==> config.mk <==
export PLATFORM = sky130hd
export DESIGN_NAME = shared_index_copy_arbiter_flat
export DESIGN_NICKNAME = d
export VERILOG_FILES = /design/src/rtl/shared_index_copy_arbiter_pkg.sv /design/src/rtl/shared_index_copy_arbiter_if.sv /design/src/rtl/shared_index_copy_arbiter_rr_arb2.sv /design/src/rtl/shared_index_copy_arbiter.sv /design/src/flat_wrapper.sv
export SDC_FILE = /design/constraint.sdc
export NUM_CORES = 1
export LEC_CHECK = 0
export CAP_MARGIN = 20
export CORE_ASPECT_RATIO = 2
export CORE_MARGIN = 1
export CORE_UTILIZATION = 25
export DETAILED_ROUTE_END_ITERATION = 8
export PLACE_DENSITY = 0.47
export SYNTH_ARGS = -nofsm -noshare
export SYNTH_HDL_FRONTEND = slang
export SYNTH_SLANG_ARGS = --single-unit
==> constraint.sdc <==
create_clock -name clk -period 2 [get_ports clk]
set_clock_uncertainty 0.2 [all_clocks]
set_input_delay 0.4 -clock clk [delete_from_list [all_inputs] [get_ports clk]]
set_output_delay 0.4 -clock clk [all_outputs]
set_load 0.01 [all_outputs]
==> src/rtl/shared_index_copy_arbiter_pkg.sv <==
`default_nettype none
// ============================================================================
// Module      : shared_index_copy_arbiter_pkg
// Description : Shared types and constants for the arbitrated bit-serial
//               copy engine (state encoding, requester identifiers).
// Revision    : 1.0 - initial release
// ============================================================================
package shared_index_copy_arbiter_pkg;

    // Copy engine sequencing states
    typedef enum logic [1:0] {
        IDLE = 2'd0,
        RUN  = 2'd1,
        DONE = 2'd2
    } state_t;

    // Requester identifiers, also used as bit positions in req/gnt vectors
    localparam int REQ0 = 0;
    localparam int REQ1 = 1;

endpackage : shared_index_copy_arbiter_pkg
`default_nettype wire

==> src/rtl/shared_index_copy_arbiter_if.sv <==
`default_nettype none
// ============================================================================
// Module      : shared_index_copy_arbiter_if
// Description : Request / grant / destination bundle between the two
//               requesters (master side) and the copy arbiter (slave side).
// Revision    : 1.0 - initial release
// ============================================================================
interface shared_index_copy_arbiter_if #(
    parameter int WIDTH = 4
);
    localparam int IDX_W = (WIDTH > 1) ? $clog2(WIDTH) : 1;

    logic             req0;
    logic [WIDTH-1:0] src0;
    logic             req1;
    logic [WIDTH-1:0] src1;
    logic [1:0]       gnt;
    logic             busy;
    logic [IDX_W-1:0] idx;
    logic             done0;
    logic             done1;
    logic [WIDTH-1:0] dst0;
    logic [WIDTH-1:0] dst1;

    modport master (
        output req0, src0, req1, src1,
        input  gnt, busy, idx, done0, done1, dst0, dst1
    );

    modport slave (
        input  req0, src0, req1, src1,
        output gnt, busy, idx, done0, done1, dst0, dst1
    );

endinterface : shared_index_copy_arbiter_if
`default_nettype wire

==> src/rtl/shared_index_copy_arbiter_rr_arb2.sv <==
`default_nettype none
// ============================================================================
// Module      : rr_arb2
// Description : Two-way round-robin picker. Purely combinational; returns a
//               one-hot pick. On contention the requester that did not win
//               last time is chosen. The caller owns the `last` register.
// Revision    : 1.0 - initial release
// ============================================================================
module rr_arb2 (
    input  wire logic [1:0] i_req,
    input  wire logic       i_last,
    output logic      [1:0] o_pick
);
    import shared_index_copy_arbiter_pkg::*;

    // Single requester wins outright; contention goes to the non-last one
    always_comb begin
        o_pick = 2'b00;
        if (i_req[REQ0] && i_req[REQ1]) begin
            o_pick = (i_last == 1'(REQ1)) ? 2'b01 : 2'b10;
        end else if (i_req[REQ0]) begin
            o_pick = 2'b01;
        end else if (i_req[REQ1]) begin
            o_pick = 2'b10;
        end
    end

endmodule : rr_arb2
`default_nettype wire

==> src/rtl/shared_index_copy_arbiter.sv <==
`default_nettype none
// ============================================================================
// Module      : shared_index_copy_arbiter
// Description : One shared bit-index counter and bit-serial copy engine,
//               time-shared between two requesters by round-robin. The
//               winner's source is snapshotted at grant and copied one bit
//               per clock into that requester's destination register.
// Revision    : 1.0 - initial release
// ============================================================================
module shared_index_copy_arbiter #(
    parameter int WIDTH = 4
) (
    input  wire logic                      clk,
    input  wire logic                      rst_n,
    shared_index_copy_arbiter_if.slave     bus
);
    import shared_index_copy_arbiter_pkg::*;

    localparam int               IDX_W      = (WIDTH > 1) ? $clog2(WIDTH) : 1;
    localparam logic [IDX_W-1:0] C_IDX_LAST = IDX_W'(WIDTH - 1);

    state_t           r_state,  w_state_nxt;
    logic [1:0]       r_gnt,    w_gnt_nxt;
    logic             r_busy,   w_busy_nxt;
    logic [IDX_W-1:0] r_idx,    w_idx_nxt;
    logic             r_done0,  w_done0_nxt;
    logic             r_done1,  w_done1_nxt;
    logic [WIDTH-1:0] r_dst0,   w_dst0_nxt;
    logic [WIDTH-1:0] r_dst1,   w_dst1_nxt;
    logic [WIDTH-1:0] r_shadow, w_shadow_nxt;
    logic             r_last,   w_last_nxt;
    logic [1:0]       w_pick;
    logic [WIDTH-1:0] w_wmask;

    rr_arb2 u_rr_arb2 (
        .i_req  ({bus.req1, bus.req0}),
        .i_last (r_last),
        .o_pick (w_pick)
    );

    // One-hot mask selecting the destination bit written this cycle
    assign w_wmask = {{(WIDTH-1){1'b0}}, 1'b1} << r_idx;

    // Next-state and next-output computation for the copy sequencer
    always_comb begin
        w_state_nxt  = r_state;
        w_gnt_nxt    = r_gnt;
        w_busy_nxt   = r_busy;
        w_idx_nxt    = r_idx;
        w_done0_nxt  = 1'b0;
        w_done1_nxt  = 1'b0;
        w_dst0_nxt   = r_dst0;
        w_dst1_nxt   = r_dst1;
        w_shadow_nxt = r_shadow;
        w_last_nxt   = r_last;

        case (r_state)
            IDLE: begin
                if (|w_pick) begin
                    // Snapshot the winner's source so later src changes are ignored
                    w_shadow_nxt = w_pick[REQ1] ? bus.src1 : bus.src0;
                    w_gnt_nxt    = w_pick;
                    w_busy_nxt   = 1'b1;
                    w_idx_nxt    = '0;
                    w_state_nxt  = RUN;
                end
            end
            RUN: begin
                if (r_gnt[REQ1]) begin
                    w_dst1_nxt = (r_dst1 & ~w_wmask) | (r_shadow & w_wmask);
                end else begin
                    w_dst0_nxt = (r_dst0 & ~w_wmask) | (r_shadow & w_wmask);
                end
                if (r_idx == C_IDX_LAST) begin
                    // Completion pulse is visible during the DONE cycle
                    w_done0_nxt = r_gnt[REQ0];
                    w_done1_nxt = r_gnt[REQ1];
                    w_gnt_nxt   = 2'b00;
                    w_busy_nxt  = 1'b0;
                    w_idx_nxt   = '0;
                    w_state_nxt = DONE;
                end else begin
                    w_idx_nxt = r_idx + IDX_W'(1);
                end
            end
            DONE: begin
                // The done pulse identifies the requester just served
                w_last_nxt  = r_done1;
                w_state_nxt = IDLE;
            end
            default: begin
                w_state_nxt = IDLE;
            end
        endcase
    end

    // State and output registers; reset abandons any copy in flight
    always_ff @(posedge clk) begin
        if (!rst_n) begin
            r_state  <= IDLE;
            r_gnt    <= 2'b00;
            r_busy   <= 1'b0;
            r_idx    <= '0;
            r_done0  <= 1'b0;
            r_done1  <= 1'b0;
            r_dst0   <= '0;
            r_dst1   <= '0;
            r_shadow <= '0;
            r_last   <= 1'b1;
        end else begin
            r_state  <= w_state_nxt;
            r_gnt    <= w_gnt_nxt;
            r_busy   <= w_busy_nxt;
            r_idx    <= w_idx_nxt;
            r_done0  <= w_done0_nxt;
            r_done1  <= w_done1_nxt;
            r_dst0   <= w_dst0_nxt;
            r_dst1   <= w_dst1_nxt;
            r_shadow <= w_shadow_nxt;
            r_last   <= w_last_nxt;
        end
    end

    assign bus.gnt   = r_gnt;
    assign bus.busy  = r_busy;
    assign bus.idx   = r_idx;
    assign bus.done0 = r_done0;
    assign bus.done1 = r_done1;
    assign bus.dst0  = r_dst0;
    assign bus.dst1  = r_dst1;

endmodule : shared_index_copy_arbiter
`default_nettype wire

==> src/flat_wrapper.sv <==
// flat-port wrapper written by rule: the top's interface ports become plain ports
module shared_index_copy_arbiter_flat import shared_index_copy_arbiter_pkg::*;
#(
    parameter int WIDTH = 4
)
  (clk, rst_n, bus_req0, bus_src0, bus_req1, bus_src1, bus_gnt, bus_busy, bus_idx, bus_done0, bus_done1, bus_dst0, bus_dst1);
  shared_index_copy_arbiter_if #(.WIDTH(WIDTH)) bus_i ();
  input  wire logic clk;
  input  wire logic rst_n;
  input wire logic [$bits(bus_i.req0)-1:0] bus_req0;
  input wire logic [$bits(bus_i.src0)-1:0] bus_src0;
  input wire logic [$bits(bus_i.req1)-1:0] bus_req1;
  input wire logic [$bits(bus_i.src1)-1:0] bus_src1;
  output wire logic [$bits(bus_i.gnt)-1:0] bus_gnt;
  output wire logic [$bits(bus_i.busy)-1:0] bus_busy;
  output wire logic [$bits(bus_i.idx)-1:0] bus_idx;
  output wire logic [$bits(bus_i.done0)-1:0] bus_done0;
  output wire logic [$bits(bus_i.done1)-1:0] bus_done1;
  output wire logic [$bits(bus_i.dst0)-1:0] bus_dst0;
  output wire logic [$bits(bus_i.dst1)-1:0] bus_dst1;
  assign bus_i.req0 = bus_req0;
  assign bus_i.src0 = bus_src0;
  assign bus_i.req1 = bus_req1;
  assign bus_i.src1 = bus_src1;
  assign bus_gnt = bus_i.gnt;
  assign bus_busy = bus_i.busy;
  assign bus_idx = bus_i.idx;
  assign bus_done0 = bus_i.done0;
  assign bus_done1 = bus_i.done1;
  assign bus_dst0 = bus_i.dst0;
  assign bus_dst1 = bus_i.dst1;
  shared_index_copy_arbiter #(.WIDTH(WIDTH)) u_core (.clk(clk), .rst_n(rst_n), .bus(bus_i));
endmodule
# [Word-level counts from Yosys, hierarchy flattened]
# Cells that the tools add are included.
[op_classes] n_addsub=1 n_reduce_logical=11 eq_ne=5 shift=1 n_mux=17 n_bitwise=7
[op_table] operator="2-bit two-way mux" count=10
[op_table] operator="4-bit AND" count=3
[op_table] operator="2-bit case mux with 2 select lines" count=3
[op_table] operator="2-bit AND reduction" count=5
[op_table] operator="4-bit OR" count=2
[op_table] operator="3-bit AND reduction" count=2
[op_table] operator="2-bit equality test, second input constant" count=2
[op_table] operator="4-bit two-way mux" count=1
[op_table] operator="2-bit by 1-bit inequality test with 1-bit output, second input constant" count=2
[op_table] operator="4-bit NOT" count=1
[op_table] operator="1-bit by 2-bit left shift with 4-bit output, first input constant" count=1
[op_table] operator="2-bit by 1-bit adder with 2-bit output, second input constant" count=1
[op_table] operator="2-bit by 1-bit equality test with 1-bit output, second input constant" count=1
[op_table] operator="2-bit logical NOT" count=1
[op_table] operator="1-bit two-way mux" count=2
[op_table] operator="1-bit case mux with 2 select lines" count=1
[op_table] operator="2-bit nonzero test" count=1
[op_table] operator="2-bit OR reduction" count=1
[op_table] operator="1-bit logical AND" count=1
[op_table] operator="1-bit NOT" count=1
[totals] in_bits=12 ff_bits=22

# [Depth between registers and ports, before layout]
# Gate-level depths: netlist of run 1.
[logic_depth] word_depth=6 mapped_depth=4

# [Cells and area by module]
# A second synthesis of run 1 with hierarchy kept.
[unflattened] hier_cells=111 area_unflattened_um2=1044.8
[by_module_without_submodules] module="shared_index_copy_arbiter" n_inst=1 seq_area_each_um2=440.4 cells_each=108 area_per_inst_um2=1026.0
[by_module_without_submodules] module="rr_arb2" n_inst=1 seq_area_each_um2=0.0 cells_each=3 area_per_inst_um2=18.8

# [Worst setup path before layout of run 1]
# No wires, ideal clock.
[synth_path] kind="register to register" startpoint="register u_core.r_idx[0] (netlist: u_core.bus.idx[0])" endpoint="register u_core.r_busy (netlist: u_core.bus.busy)" slack_ns=0.576 synth_period_minus_slack_ns=1.424 t_arrival_ns=1.109 stages_incl_launch_ff=5 path_cell_list="dfxtp_1 > ha_1 > nand3b_1 > and2_1 > o21a_1"
[synth_via] elab_chain_len=3
[synth_lines] item="from (decl)" line_no="shared_index_copy_arbiter.sv:25" rtl="logic [IDX_W-1:0] r_idx, w_idx_nxt;"
[synth_lines] item="from (signal assigned)" line_no="shared_index_copy_arbiter.sv:114" rtl="r_idx <= w_idx_nxt;"
[synth_lines] item="2-bit equality test" line_no="shared_index_copy_arbiter.sv:74" rtl="if (r_idx == C_IDX_LAST) begin"
[synth_lines] item="2-bit by 1-bit inequality test with 1-bit output (no source line)"
[synth_lines] item="3-bit AND reduction (no source line)"
[synth_lines] item="to (signal assigned)" line_no="shared_index_copy_arbiter.sv:113" rtl="r_busy <= w_busy_nxt;"
[synth_lines] item="to (decl)" line_no="shared_index_copy_arbiter.sv:24" rtl="logic r_busy, w_busy_nxt;"
# Every way passes these cells.
# A chain may end at the register's enable or synchronous reset.

# [Worst setup path after layout of run 1]
[layout_path] startpoint="register u_core.r_idx[0] (netlist: u_core.bus.idx[0])" endpoint="output bus_idx[0]"
[layout_lines] item="to (decl)" line_no="flat_wrapper.sv:16" rtl="output wire logic [$bits(bus_i.idx)-1:0] bus_idx;"
# No word-level cell between the ends.

==> flow_summary.yaml, run 1 <==
run_status:
  status: "completed"
worst_setup_path:
  r2r_start: "u_core.bus.idx[0]$_SDFFE_PN0P_"
  rr_endpoint: "u_core.bus.busy$_SDFFE_PN0P_"
  cp.required_ns: 1.40
  r2r_cells: 4
  worst-path-buf-inv: 1
  path_class: "reg -> out"
  cp_max_fo: 6
  ff2ff_setup_slack_ns: 0.43
  critPathTopFamily: "buffers and inverters"
  end_kind: "output port"
  max_stage_delay_ns: 0.58
  cp_slowest_cell: "clkdlybuf4s50_1"
  arrival_ns: 1.29
  start_kind: "flop"
  path_cells: "clkdlybuf4s50_1"
detailed_routing:
  drtIter0Drc: 14
  drcViolationCount: 0
  ant_nets: 0
  vias_per_cell: 4.65
  route.vias.total: 864
  wl_per_cell_um: 12.7
  firstDrtPassIters: 6
  wl_um: 2360
yosys:
  synthCells: 105
  synth_largest_area_cell: "dfxtp_1"
  synth_area_leaders: "dfxtp_1 (44%), mux2i_1 (8.0%), nand2_1 (6.7%)"
  avgSynthCellArea_um2: 9.57
  yosysWarnings: 0
  synthDominantCellAreaShare_pct: 43.8
  synth_commonest_cells: "dfxtp_1 (22), nand2_1 (18), mux2i_1 (8), a21boi_0 (5), nand3_1 (5)"
  synth-async-reset-ratio_pct: 0
  syn_area_um2: 1000
  synth_cell_types: 29
  synth_seq_cells: 22
  synth_most_common_cell: "dfxtp_1"
  synth_flop_cell: "dfxtp_1"
  yosysSeqAreaShare_pct: 43.8
  synth_edf_count: 0
  synthesis.nets: 121
clock_network:
  cts-hold-fix-buffers: 0
  postCtsSetupRepairBufs: 0
  cts_tree: "yes"
  path_clk_slew_ns: 0.08
  cts_buffer_depth: 2
  clk_latency_ns: 0.26
  cts_root_buffer: "clkbuf_8"
  cts_buffers: 3
  htreeDepth: 1
  clock_sinks: 22
  post_cts_resized: 0
sta:
  worst_pin_slew_ns: 0.414
  tns_ns: 0
  min_period_ns: 1.89
  timing.hold.ws_ns: 0.258
  min_period_over_period_pct: 94.6
  setup_viol: 0
  hold_viol: 0
  fmax_mhz: 529
  slew_headroom_pct: 72.4
  fin_ws_ns: 0.109
  rsz0062_at_grt: "no"
  finalMaxSlewViolations: 0
power:
  power.density_nw_per_um2: 666
  leakage_nw: 0.559
  irDropWorstVdd_mv: 0.436
placement:
  place_ws_ns: -0.0304
  place.gp.congestion: 0.738
  dp_hpwl_um: 1830
  port_buffers: 26
final_layout:
  syn_to_final_growth_pct: 39.7
  final_nets: 152
  seqCellArea_um2: 440
  multiInputGateArea_um2: 528
  drive_gt1_share_pct: 9.63
  fillers: 410
  num_antenna_cells: 0
die:
  fp-row-count: 32
  die_x_um: 46.8
  die_h_um: 91.7
  start_util_pct: 26.1
  ios: 27
  core-area_um2: 3840
  dieArea_um2: 4290
hold_path:
  min_path_cells: 2
  hold_class: "reg -> reg"
global_routing:
  grt_pass1_wl_um: 3840
  grt_pass1_vias: 862
  gr-usage-all-layers_pct: 12.0
  antenna_found_initial: 0
  grt_start_max_net_pins: 15
  overflow: 0
flow_run:
  cap_viol_max_count: 0
## cell usage in the layout, fill, tap and decap left out, drive strengths merged, types with 3 or more instances in the layout
| master | n |
|---|---|
| clkdlybuf4s50 | 26 |
| dfxtp | 22 |
| nand2 | 19 |
| mux2i | 8 |
| buf | 6 |
| nand3 | 5 |
| a21boi | 5 |
| a311o | 4 |
| o221a | 4 |
| ha | 4 |
| clkbuf | 4 |
| inv | 3 |
| o21ai | 3 |
| nor2 | 3 |
| and2 | 3 |
## metrics by stage
stage               total power, mW  utilization [%]  area, µm²  instances
floorplan                     0.559                -       1000        105
global placement              0.626             35.1       1350        182
detailed placement            0.628             35.1       1350        182
CTS                           0.947             36.5       1400        186
global route                  0.982             36.5       1400        186
finish                        0.935             36.5       1400        186
## power by group
| part | internal [mW] | switching (mW) | total, mW |
|---|---|---|---|
| clock | 0.175 | 0.143 | 0.318 |
| sequential | 0.457 | 0.0156 | 0.473 |
| combinational | 0.0776 | 0.0667 | 0.144 |
## routing by layer
| layer | vias up | wire length [µm] | global-route usage [%] |
|---|---|---|---|
| met1 | 414 | 1060 | 14.3 |
| met2 | 15 | 1230 | 20.1 |
| li1 | 433 | - | - |
| met4 | 0 | 17 | 5.71 |
| met5 | - | 0 | 0 |
| met3 | 2 | 48 | 1.18 |
## cell families after synthesis
kind of cell | count (synthesis) | share of synthesized area, %
adders and majority gates | 4 | 4.98
buffers and inverters | 9 | 3.61
DFF | 22 | 43.8
AOI/OAI and AO/OA | 23 | 20.1
and+or+nand+nor | 39 | 19.6
muxes | 8 | 7.97
## how the worst max path moves through the flow
stage / start / endpoint / slack (ns) / cells past startpoint
finish: u_core.bus.idx[0]$_SDFFE_PN0P_ / bus_idx[0] / 0.11 / 1
global route: u_core.bus.idx[0]$_SDFFE_PN0P_ / bus_idx[0] / 0.04 / 1
CTS: u_core.bus.idx[0]$_SDFFE_PN0P_ / bus_idx[0] / 0.09 / 1
detailed placement: bus_req0 / u_core.r_shadow[1]$_SDFFE_PN0P_ / -0.03 / 4
global placement: bus_req0 / u_core.r_shadow[1]$_SDFFE_PN0P_ / -0.001 / 4
floorplan: u_core.bus.idx[0]$_SDFFE_PN0P_ / u_core.bus.busy$_SDFFE_PN0P_ / 0.58 / 4
## layout make-up
class | instances | area share, %
multi-input combinational | 74 | 37.6
sequential | 22 | 31.4
timing repair buffer | 32 | 21.7
tap | 51 | 4.55
clock buffer | 4 | 3.92
inverter | 3 | 0.802
(Power assumes the default switching activity.)
==> run 2, diff against run 1 <==
ABC_AREA = 0   (was default)
SKIP_CTS_REPAIR_TIMING = 1   (was default)
==> results of run 2 <==
The final DEF is identical to that of run 1; final timing and power are the same.
==> run 3, diff against run 2 <==
CORE_ASPECT_RATIO = 0.9   (was 2)
CORE_UTILIZATION = 46   (was 25)
PLACE_DENSITY = 0.77   (was 0.47)
==> flow_summary.yaml, run 3 (synthesized netlist as in run 1, its figures left out) <==
detailed_routing:
  drcViolationCount: 0
  drtIter0Drc: 21
  wl_per_cell_um: 13.3
  route.vias.total: 861
  vias_per_cell: 5.48
  ant_nets: 0
  wl_um: 2090
  firstDrtPassIters: 4
global_routing:
  gr-usage-all-layers_pct: 20.2
  antenna_found_initial: 0
  grt_start_max_net_pins: 20
  grt_pass1_wl_um: 3480
  grt_pass1_vias: 781
  overflow: 0
final_layout:
  final_common_cell: "clkdlybuf4s50_1"
  num_antenna_cells: 0
  syn_to_final_growth_pct: 31.9
  final_nets: 150
  drive_gt1_share_pct: 8.33
  final_cell_mix: "clkdlybuf4s50_1 (26), dfxtp_1 (21), nand2_1 (18), mux2i_1 (8)"
  stdcell_area_um2: 1330
  fillers: 175
worst_setup_path:
  end_kind: "output port"
  path_class: "reg -> out"
  rr_endpoint: "u_core.bus.done0$_SDFF_PN0_"
  r2r_cells: 3
  path_cells: "clkdlybuf4s50_1"
  cp_slowest_cell: "clkdlybuf4s50_1"
  cp.required_ns: 1.40
  cp_max_fo: 6
  start_kind: "flop"
  crit_start: "u_core.bus.idx[0]$_SDFFE_PN0P_"
  worst-path-buf-inv: 1
  r2r_start: "u_core.r_state[0]$_SDFFE_PN0P_"
  max_stage_delay_ns: 0.58
  ff2ff_setup_slack_ns: 0.35
  critPathTopFamily: "buffers and inverters"
  arrival_ns: 1.33
power:
  switching_share_pct: 26.0
  total_power_uw: 816
  p_switching_uw: 212
  pwr-share-seq_pct: 58.6
  p_int_uw: 603
  irDropWorstVdd_mv: 0.395
  pwr-share-clk_pct: 24.8
  power_frac_comb_pct: 16.6
  leakage_nw: 0.534
  power.density_nw_per_um2: 615
sta:
  min_period_over_period_pct: 96.7
  fmax_mhz: 517
  slew_headroom_pct: 72.7
  setup_viol: 0
  hold_viol: 0
  rsz0062_at_grt: "no"
  min_period_ns: 1.93
  finalMaxSlewViolations: 0
  worst_pin_slew_ns: 0.408
  timing.hold.ws_ns: 0.268
clock_network:
  htreeDepth: 1
  cts_buffer_depth: 2
  cts_root_buffer: "clkbuf_4"
  cts_tree: "yes"
  path_clk_slew_ns: 0.12
  clk_latency_ns: 0.31
  cts_buffers: 3
  clock_sinks: 22
die:
  die_x_um: 51.3
  dieArea_um2: 2380
  ios: 27
  fp-row-count: 15
  core-area_um2: 1990
  start_util_pct: 50.5
  die_h_um: 46.3
run_status:
  status: "completed"
flow_run:
  cap_viol_max_count: 0
placement:
  placed_area_um2: 1300
  dp_hpwl_um: 1580
  port_buffers: 26
  place.gp.congestion: 0.731
hold_path:
  min_path_cells: 2
  hold_class: "reg -> reg"
## run 3: changes by cell type in the layout (fill, tap and decap cells not counted)
cell,change
clkbuf_4,+3
dfxtp_2,+1
clkbuf_8,-4
dfxtp_1,-1
buf_4,-2
## run 3: worst max-delay path by stage
stage	slack, ns	depth (start not counted)	end
global placement	0.02	4	u_core.r_shadow[1]$_SDFFE_PN0P_
CTS	-0.05	1	bus_gnt[1]
finish	0.07	1	bus_idx[0]
detailed placement	-0.03	4	u_core.r_shadow[0]$_SDFFE_PN0P_
global route	0.006	1	bus_idx[0]
floorplan	0.58	4	u_core.bus.busy$_SDFFE_PN0P_
## run 3: cell type report
| class | count | area [µm²] | area share [%] |
|---|---|---|---|
| flip-flops and latches | 22 | 442 | 33.3 |
| multi-input cells | 74 | 528 | 39.8 |
| clock buffers | 3 | 22.5 | 1.70 |
| repair buffers | 30 | 290 | 21.9 |
| inverters | 3 | 11.3 | 0.850 |
| well taps | 25 | 31.3 | 2.36 |
## run 3: layer usage
metal	global-route usage, %	part of all wire (%)
met1	26.9	50
met2	32.4	45
met3	2.97	3.8
met4	9.73	1.6
met5	0	0
## run 3: per-stage QoR
step | worst slack (ns) | utilization, % | cells | setup TNS [ns]
finish | 0.0650 | 66.6 | 157 | 0
global route | 0.00565 | 66.6 | 157 | 0
CTS | -0.0522 | 66.5 | 157 | -0.0522
detailed placement | -0.0297 | 65.4 | 154 | -0.0615
global placement | 0.0189 | 65.4 | 154 | 0
floorplan | 0.576 | - | 105 | 0
## run 3: power by group through the flow
stage	Clock, mW	Combinational (mW)	Sequential, mW
2_1_floorplan	0	0.0773	0.482
3_3_place_gp	0	0.131	0.487
3_5_place_dp	0	0.135	0.487
4_1_cts	0.200	0.136	0.477
5_1_grt	0.220	0.148	0.482
6_report	0.202	0.135	0.478
